File: config.mk
export PLATFORM = sky130hd
export DESIGN_NAME = conv_sequencer
export DESIGN_NICKNAME = d
export VERILOG_FILES = /design/src/rtl/conv_pkg.sv /design/src/rtl/conv_win_addr.sv /design/src/rtl/conv_sequencer.sv
export SDC_FILE = /design/constraint.sdc
export NUM_CORES = 1
export LEC_CHECK = 0
export BUFFER_PORTS_ARGS = -buffer_cell sky130_fd_sc_hd__buf_2
export CORE_ASPECT_RATIO = 1.1
export CORE_UTILIZATION = 45
export CTS_BUF_LIST = sky130_fd_sc_hd__clkbuf_2
export CTS_CLUSTER_SIZE = 8
export DETAILED_ROUTE_END_ITERATION = 10
export PLACE_DENSITY_LB_ADDON = 0.1
export SLEW_MARGIN = 30
export SYNTH_ARGS = -nofsm -noshare
export SYNTH_HDL_FRONTEND = slang
export SYNTH_SLANG_ARGS = --single-unit
File: constraint.sdc
create_clock -name clk100 -period 3.64 [get_ports clk100]
set_input_delay 0.182 -clock clk100 [delete_from_list [all_inputs] [get_ports clk100]]
set_output_delay 0.182 -clock clk100 [all_outputs]
set_load 0.005 [all_outputs]
File: src/rtl/conv_pkg.sv
// Shared definitions for the 3x3 convolution sequencer.
// Holds the sequencer state enumeration and the pixel/result/window sizes
// used by conv_sequencer and conv_win_addr.
package conv_pkg;

  localparam int PIXEL_W  = 7;
  localparam int RESULT_W = 19;
  localparam int WIN      = 3;
  localparam int TAPS     = WIN * WIN;

  typedef enum logic [2:0] {
    S_IDLE,
    S_CLR,
    S_FEED,
    S_WAIT,
    S_WRITE,
    S_DONE
  } state_e;

endpackage

File: src/rtl/conv_win_addr.sv
// Window read-address generator.
// Maps (window row r, window column c, tap index 0..8) to the input-memory
// address (r+i)*IMG_W + (c+j), with i = tap/3 (outer) and j = tap%3 (inner).
// Ports:
//   r_i, c_i   window origin (row, column)
//   tap_i      tap index within the 3x3 window
//   addr_o     input-memory address for that tap
module conv_win_addr #(
  parameter int IMG_W  = 8,
  parameter int ADDR_W = 6
) (
  input  logic [ADDR_W-1:0] r_i,
  input  logic [ADDR_W-1:0] c_i,
  input  logic [3:0]        tap_i,
  output logic [ADDR_W-1:0] addr_o
);

  logic [1:0]  row_off;
  logic [1:0]  col_off;
  logic [31:0] addr_full;

  always_comb begin
    row_off = '0;
    col_off = '0;
    case (tap_i)
      4'd0: begin row_off = 2'd0; col_off = 2'd0; end
      4'd1: begin row_off = 2'd0; col_off = 2'd1; end
      4'd2: begin row_off = 2'd0; col_off = 2'd2; end
      4'd3: begin row_off = 2'd1; col_off = 2'd0; end
      4'd4: begin row_off = 2'd1; col_off = 2'd1; end
      4'd5: begin row_off = 2'd1; col_off = 2'd2; end
      4'd6: begin row_off = 2'd2; col_off = 2'd0; end
      4'd7: begin row_off = 2'd2; col_off = 2'd1; end
      4'd8: begin row_off = 2'd2; col_off = 2'd2; end
      default: begin row_off = 2'd0; col_off = 2'd0; end
    endcase
    addr_full = (32'(r_i) + 32'(row_off)) * 32'(IMG_W) + 32'(c_i) + 32'(col_off);
    addr_o    = addr_full[ADDR_W-1:0];
  end

endmodule

File: src/rtl/conv_sequencer.sv
// 3x3 convolution sequencer.
// Walks every 3x3 window of an IMG_W x IMG_H input image in row-major order:
// clears the convolver, feeds it nine pixels from input memory, waits for the
// convolver result and writes it to output memory at r*(IMG_W-2)+c.
// Ports:
//   clk100, in_reset         clock, asynchronous active-low reset
//   i_start, i_abort         start one pass / abort current pass
//   o_busy, o_done           pass in progress / one-cycle completion pulse
//   o_rd_en, o_rd_addr       input-memory read (data one cycle later)
//   i_rd_data                input pixel
//   o_conv_clr, o_conv_pix   convolver clear and pixel
//   i_conv_res               convolver result
//   o_wr_en/addr/data        output-memory write
module conv_sequencer
  import conv_pkg::*;
#(
  parameter int IMG_W   = 8,
  parameter int IMG_H   = 8,
  parameter int ADDR_W  = 6,
  parameter int CAP_DLY = 3
) (
  input  logic                clk100,
  input  logic                in_reset,
  input  logic                i_start,
  input  logic                i_abort,
  output logic                o_busy,
  output logic                o_done,
  output logic                o_rd_en,
  output logic [ADDR_W-1:0]   o_rd_addr,
  input  logic [PIXEL_W-1:0]  i_rd_data,
  output logic                o_conv_clr,
  output logic [PIXEL_W-1:0]  o_conv_pix,
  input  logic [RESULT_W-1:0] i_conv_res,
  output logic                o_wr_en,
  output logic [ADDR_W-1:0]   o_wr_addr,
  output logic [RESULT_W-1:0] o_wr_data
);

  localparam bit DEGEN    = (IMG_W < WIN) || (IMG_H < WIN);
  localparam int LAST_C   = DEGEN ? 0 : IMG_W - WIN;
  localparam int LAST_R   = DEGEN ? 0 : IMG_H - WIN;
  localparam int OUT_W    = DEGEN ? 1 : IMG_W - 2;
  localparam int LAST_TAP = TAPS - 1;
  localparam int DW       = $clog2(CAP_DLY + 1) + 1;

  state_e            state_q, state_d;
  logic [ADDR_W-1:0] r_q, r_d, c_q, c_d;
  logic [3:0]        tap_q, tap_d;
  logic [DW-1:0]     dly_q, dly_d;
  logic [ADDR_W-1:0] win_addr;
  logic [31:0]       wr_addr_full;

  logic              busy_q, done_q, rd_en_q, clr_q, pix_vld_q, wr_en_q;
  logic [ADDR_W-1:0] rd_addr_q, wr_addr_q;

  conv_win_addr #(
    .IMG_W  (IMG_W),
    .ADDR_W (ADDR_W)
  ) u_addr (
    .r_i    (r_d),
    .c_i    (c_d),
    .tap_i  (tap_d),
    .addr_o (win_addr)
  );

  always_comb begin
    state_d = state_q;
    r_d     = r_q;
    c_d     = c_q;
    tap_d   = tap_q;
    dly_d   = dly_q;
    if (i_abort && (state_q != S_IDLE)) begin
      state_d = S_IDLE;
      r_d     = '0;
      c_d     = '0;
      tap_d   = '0;
      dly_d   = '0;
    end else begin
      unique case (state_q)
        S_IDLE: begin
          if (i_start && !i_abort) begin
            r_d     = '0;
            c_d     = '0;
            tap_d   = '0;
            dly_d   = '0;
            state_d = DEGEN ? S_DONE : S_CLR;
          end
        end
        S_CLR: begin
          tap_d   = '0;
          state_d = S_FEED;
        end
        S_FEED: begin
          if (tap_q == 4'(LAST_TAP)) begin
            dly_d   = '0;
            state_d = S_WAIT;
          end else begin
            tap_d = tap_q + 4'd1;
          end
        end
        // WAIT spans the pixel-lag cycle (ninth pixel presented) plus
        // CAP_DLY capture cycles, hence the count runs 0..CAP_DLY.
        S_WAIT: begin
          if (dly_q == DW'(CAP_DLY)) begin
            state_d = S_WRITE;
          end else begin
            dly_d = dly_q + DW'(1);
          end
        end
        S_WRITE: begin
          if (c_q == ADDR_W'(LAST_C)) begin
            c_d = '0;
            if (r_q == ADDR_W'(LAST_R)) begin
              state_d = S_DONE;
            end else begin
              r_d     = r_q + ADDR_W'(1);
              state_d = S_CLR;
            end
          end else begin
            c_d     = c_q + ADDR_W'(1);
            state_d = S_CLR;
          end
        end
        S_DONE: begin
          r_d     = '0;
          c_d     = '0;
          state_d = S_IDLE;
        end
        default: state_d = S_IDLE;
      endcase
    end
    wr_addr_full = 32'(r_d) * 32'(OUT_W) + 32'(c_d);
  end

  always_ff @(posedge clk100 or negedge in_reset) begin
    if (!in_reset) begin
      state_q   <= S_IDLE;
      r_q       <= '0;
      c_q       <= '0;
      tap_q     <= '0;
      dly_q     <= '0;
      busy_q    <= 1'b0;
      done_q    <= 1'b0;
      rd_en_q   <= 1'b0;
      rd_addr_q <= '0;
      clr_q     <= 1'b0;
      pix_vld_q <= 1'b0;
      wr_en_q   <= 1'b0;
      wr_addr_q <= '0;
    end else begin
      state_q   <= state_d;
      r_q       <= r_d;
      c_q       <= c_d;
      tap_q     <= tap_d;
      dly_q     <= dly_d;
      busy_q    <= state_d inside {S_CLR, S_FEED, S_WAIT, S_WRITE};
      done_q    <= (state_d == S_DONE);
      rd_en_q   <= (state_d == S_FEED);
      rd_addr_q <= (state_d == S_FEED) ? win_addr : '0;
      clr_q     <= (state_d == S_CLR);
      pix_vld_q <= rd_en_q && (state_d != S_IDLE);
      wr_en_q   <= (state_d == S_WRITE);
      wr_addr_q <= (state_d == S_WRITE) ? wr_addr_full[ADDR_W-1:0] : '0;
    end
  end

  // Clear is forced high while reset is held, but the register itself resets
  // low so the first cycle after release is a clean IDLE with clear low.
  assign o_conv_clr = clr_q | ~in_reset;
  assign o_busy     = busy_q;
  assign o_done     = done_q;
  assign o_rd_en    = rd_en_q;
  assign o_rd_addr  = rd_addr_q;
  assign o_conv_pix = pix_vld_q ? i_rd_data : '0;
  // An abort arriving in the WRITE cycle itself must still kill that write.
  assign o_wr_en    = wr_en_q & ~i_abort;
  assign o_wr_addr  = wr_addr_q;
  assign o_wr_data  = o_wr_en ? i_conv_res : '0;

endmodule

==> results_dict.tcl <==
set metrics [dict create \
    synthesis.instances 311 \
    htree_levels 2 \
    seq_area_frac_synth_pct 34.9 \
    worst_hold_slack_ps 173 \
    clk_pin_slew_worst_paths_ps 230 \
    crit_end_category "flop" \
    dp_cells 490 \
    placement_rows 30 \
    required_time_worst_endpoint_ps 3960 \
    grt_pass1_wl_um 11400 \
    post_route_cells_drive_above_1_share_pct 39.2 \
    hold_class "primary input to flop" \
    layout-area-overhead-vs-synth_pct 33.7 \
    yosys_register_bits 40 \
    dieArea_mm2 0.00670 \
    crit_path_max_fanout 7 \
    post-route-cell-area_mm2 0.00383 \
    dp.final_hpwl_um 5500 \
    remaining_drc_errors 0 \
    first_global_vias 2493 \
    grt_start_max_net_pins 42 \
    ios 73 \
    tritoncts_clock_tree "yes" \
    power_per_cell_area_mw_per_mm2 315 \
    post_layout_minimum_cycle_time_ps 3630 \
    max_slew_headroom_at_the_worst_pin_pct 43.4 \
    average_routed_wire_per_standard_cell_um 14.4 \
    final_antenna_net_count 0 \
    num-fill-cells 554 \
    share_of_synthesized_registers_carrying_an_async_set_or_reset_pct 100 \
    multi_input_area_mm2 0.00188 \
    initialDrtViolationCount 156 \
    unrepaired_setup_endpoints_after_global_routing "true" \
    netlist_area_mm2 0.00287 \
    hold_violations 0 \
    synth_enable_flop_cells 0 \
    routabilityCongestion 0.869 \
    cts-buffers-inserted 5 \
    final_min_period_over_clock_period_pct 99.8 \
    syn_avg_cell_area_um2 9.22 \
    finalClockSkew_ps 28.4 \
    insertedDiodeCount 0 \
    worst_ep_arrival_time_ps 3950 \
    max_freq_mhz 275 \
    worstSkewPairLatency_ps 400 \
    critical_path_class "flop to flop" \
    drt-pass1-iter-count 4 \
    route.final.wire_length_um 7250 \
    setup_viol 0 \
    final-seq-area_mm2 0.00100 \
    die_y_um 85.7 \
    worst-slew-pin-transition_ps 847 \
    drt-vias-per-instance 5.36 \
    final_nets 481 \
    peakVddDrop_mv 0.186 \
    yosys_warnings 0 \
    outcome "complete, no violations" \
    dpl_cell_area_mm2 0.00358 \
    global_route_usage_over_all_layers_pct 21.8 \
    port_buffers 72 \
    postSynthNetCount 369 \
    setup.worst_path.start_class "flop" \
    p_leak_uw 0.00196 \
    die_w_um 78.1 \
    instances_no_fill 504 \
    gr-total-overflow 0 \
    cts.sink_count 40 \
    clk_path_buf_depth 2 \
    synth-main-ff-cell "dfrtp_1" \
    yosys.cell_types.count 57 \
    clk_root_buffer_cell "clkbuf_2" \
    drv.max_cap_violation_count 0 \
    grt_antenna_before_repair 0 \
    via_count 2700 \
    max_slew_vio_count 0 \
    initial_core_utilization_pct 46.6 \
    core_area_mm2 0.00616 \
]
registers in the layout, indices dropped and copies added, names as in the netlist:
register / flops
o_done: 1
o_wr_addr: 6
tap_q: 4
clr_q: 1
c_q: 6
o_busy: 1
o_rd_addr: 6
pix_vld_q: 1
state_q: 3
r_q: 6
o_rd_en: 1
dly_q: 3
wr_en_q: 1
synth_stat cells, types with 3 or more instances:
cell type  instances  share of area [%]
or2_2              5                1.1
nand4_1            3               0.65
ha_1              24                 10
and3_1             6                1.3
fa_1               4                2.8
nand3_1            4               0.70
inv_1             22                2.9
o221ai_1           3               0.92
a41oi_1            4                1.2
a211oi_1           3               0.79
a22o_1             3               0.92
xor2_1             5                1.5
o21ai_0           16                2.8
nor3_1             6                1.0
nor2_1            20                2.6
nand3b_1           3               0.79
nand2_1           19                2.5
a21o_1             5                1.3
and2_1            31                6.8
a22oi_1            3               0.79
a21oi_1           12                2.1
nor3b_1            3               0.79
clkbuf_1           7               0.92
dfrtp_1           40                 35
nor4_1             5                1.1
a311oi_1           3               0.92
nor2b_1            8                1.7
o31ai_1            3               0.79
xnor2_1            3               0.92
nand2b_1           3               0.65
buf_2              3               0.52
power by group:
group | switching (uW) | internal, uW
clock network | 155 | 115
logic | 235 | 188
registers | 33.0 | 480
worst paths after layout:
kind	depth (start not counted)	from	slack, ps	endpoint
max in group asynchronous	2	in_reset	2990	state_q[1]
setup / recovery	17	state_q[0]	9	o_wr_addr[5]
hold / removal	3	i_abort	170	o_done
setup reg to reg	17	state_q[0]	9	o_wr_addr[5]
min in group asynchronous	2	in_reset	250	o_wr_addr[1]
hold reg to reg	1	dly_q[0]	520	dly_q[0]
metrics by stage:
stage / util (%) / setup TNS (ps) / total power, uW / setup slack (ps)
after floorplan: - / 0 / 762 / 2.35
after global placement: 58.1 / 0 / 921 / 60.1
after detailed placement: 58.1 / -125 / 930 / -125
after CTS: 60.0 / 0 / 1210 / 3.57
after global routing: 62.3 / -281 / 1290 / -190
final: 62.3 / 0 / 1210 / 8.73
per-layer routing:
layer  part of all wire (%)  routed length (um)  global-route usage (%)  up-vias
li1                       -                   -                       -     1330
met1                     45                3270                    26.9     1275
met2                     49                3530                    39.5       91
met3                    5.1                 371                    3.19        4
met4                   0.97                  70                    5.89        0
met5                      0                   0                       0        -
cells in the final DEF, fill, tap and decap left out, types with 3 or more instances in the layout:
master	n
nand4_1	3
nor2_1	15
buf_2	71
dfrtp_2	3
inv_1	20
a21oi_1	10
nand3b_1	3
clkbuf_2	5
nor3_1	5
and2_1	30
o21ai_0	12
buf_4	45
nand2b_1	3
and3_1	6
o31ai_1	3
a21o_1	5
xnor2_1	3
fa_1	4
a311oi_1	3
nor2b_1	7
o221ai_1	3
nor4_4	3
or2_2	5
a41oi_1	4
a22oi_1	3
ha_1	22
dfrtp_1	37
nand3_1	4
nand2_1	17
a22o_1	3
xor2_1	5
nor2_2	5
area by class of cell:
type | count | area share (%)
well taps | 80 | 2.61
flip-flops and latches | 40 | 26.2
repair buffers | 117 | 18.3
clock inverters | 3 | 1.11
multi-input cells | 237 | 48.9
clock buffers | 5 | 0.653
inverters | 22 | 2.15
what timing repair did:
action                                  CTS  global route
endpoints found under the hold margin    40             0
resized for setup                        11            29
setup buffers                             2             3
pin swaps                                 7             8
endpoints found under the setup margin    2             2
hold buffers                              1             0
worst max-delay path, stage by stage, from the launching register on:
cell and delay [ps]:
dfrtp_2 500, buf_4 170, nor3b_2 310, o21ai_2 100, nand2_2 120, a21oi_2 80, nor2_2 140, ha_2 200
inv_1 60, fa_1 550, inv_2 50, ha_4 210, nor2b_2 160, o21ai_2 160, nor3b_4 240, o21a_1 210
o211ai_1 100, nor3b_2 180
cells by family (layout without fill, tap and decap cells):
group | Yosys count | count (layout) | share of synthesized area, %
adders and majority gates | 28 | 28 | 13.3
muxes | 2 | 2 | 0.698
buffers and inverters | 34 | 147 | 4.84
DFF | 40 | 40 | 34.9
AOI/OAI and AO/OA | 76 | 76 | 19.6
xor gates and xnor gates | 8 | 8 | 2.44
and+or+nand+nor | 123 | 123 | 24.2
(Power assumes the default switching activity.)
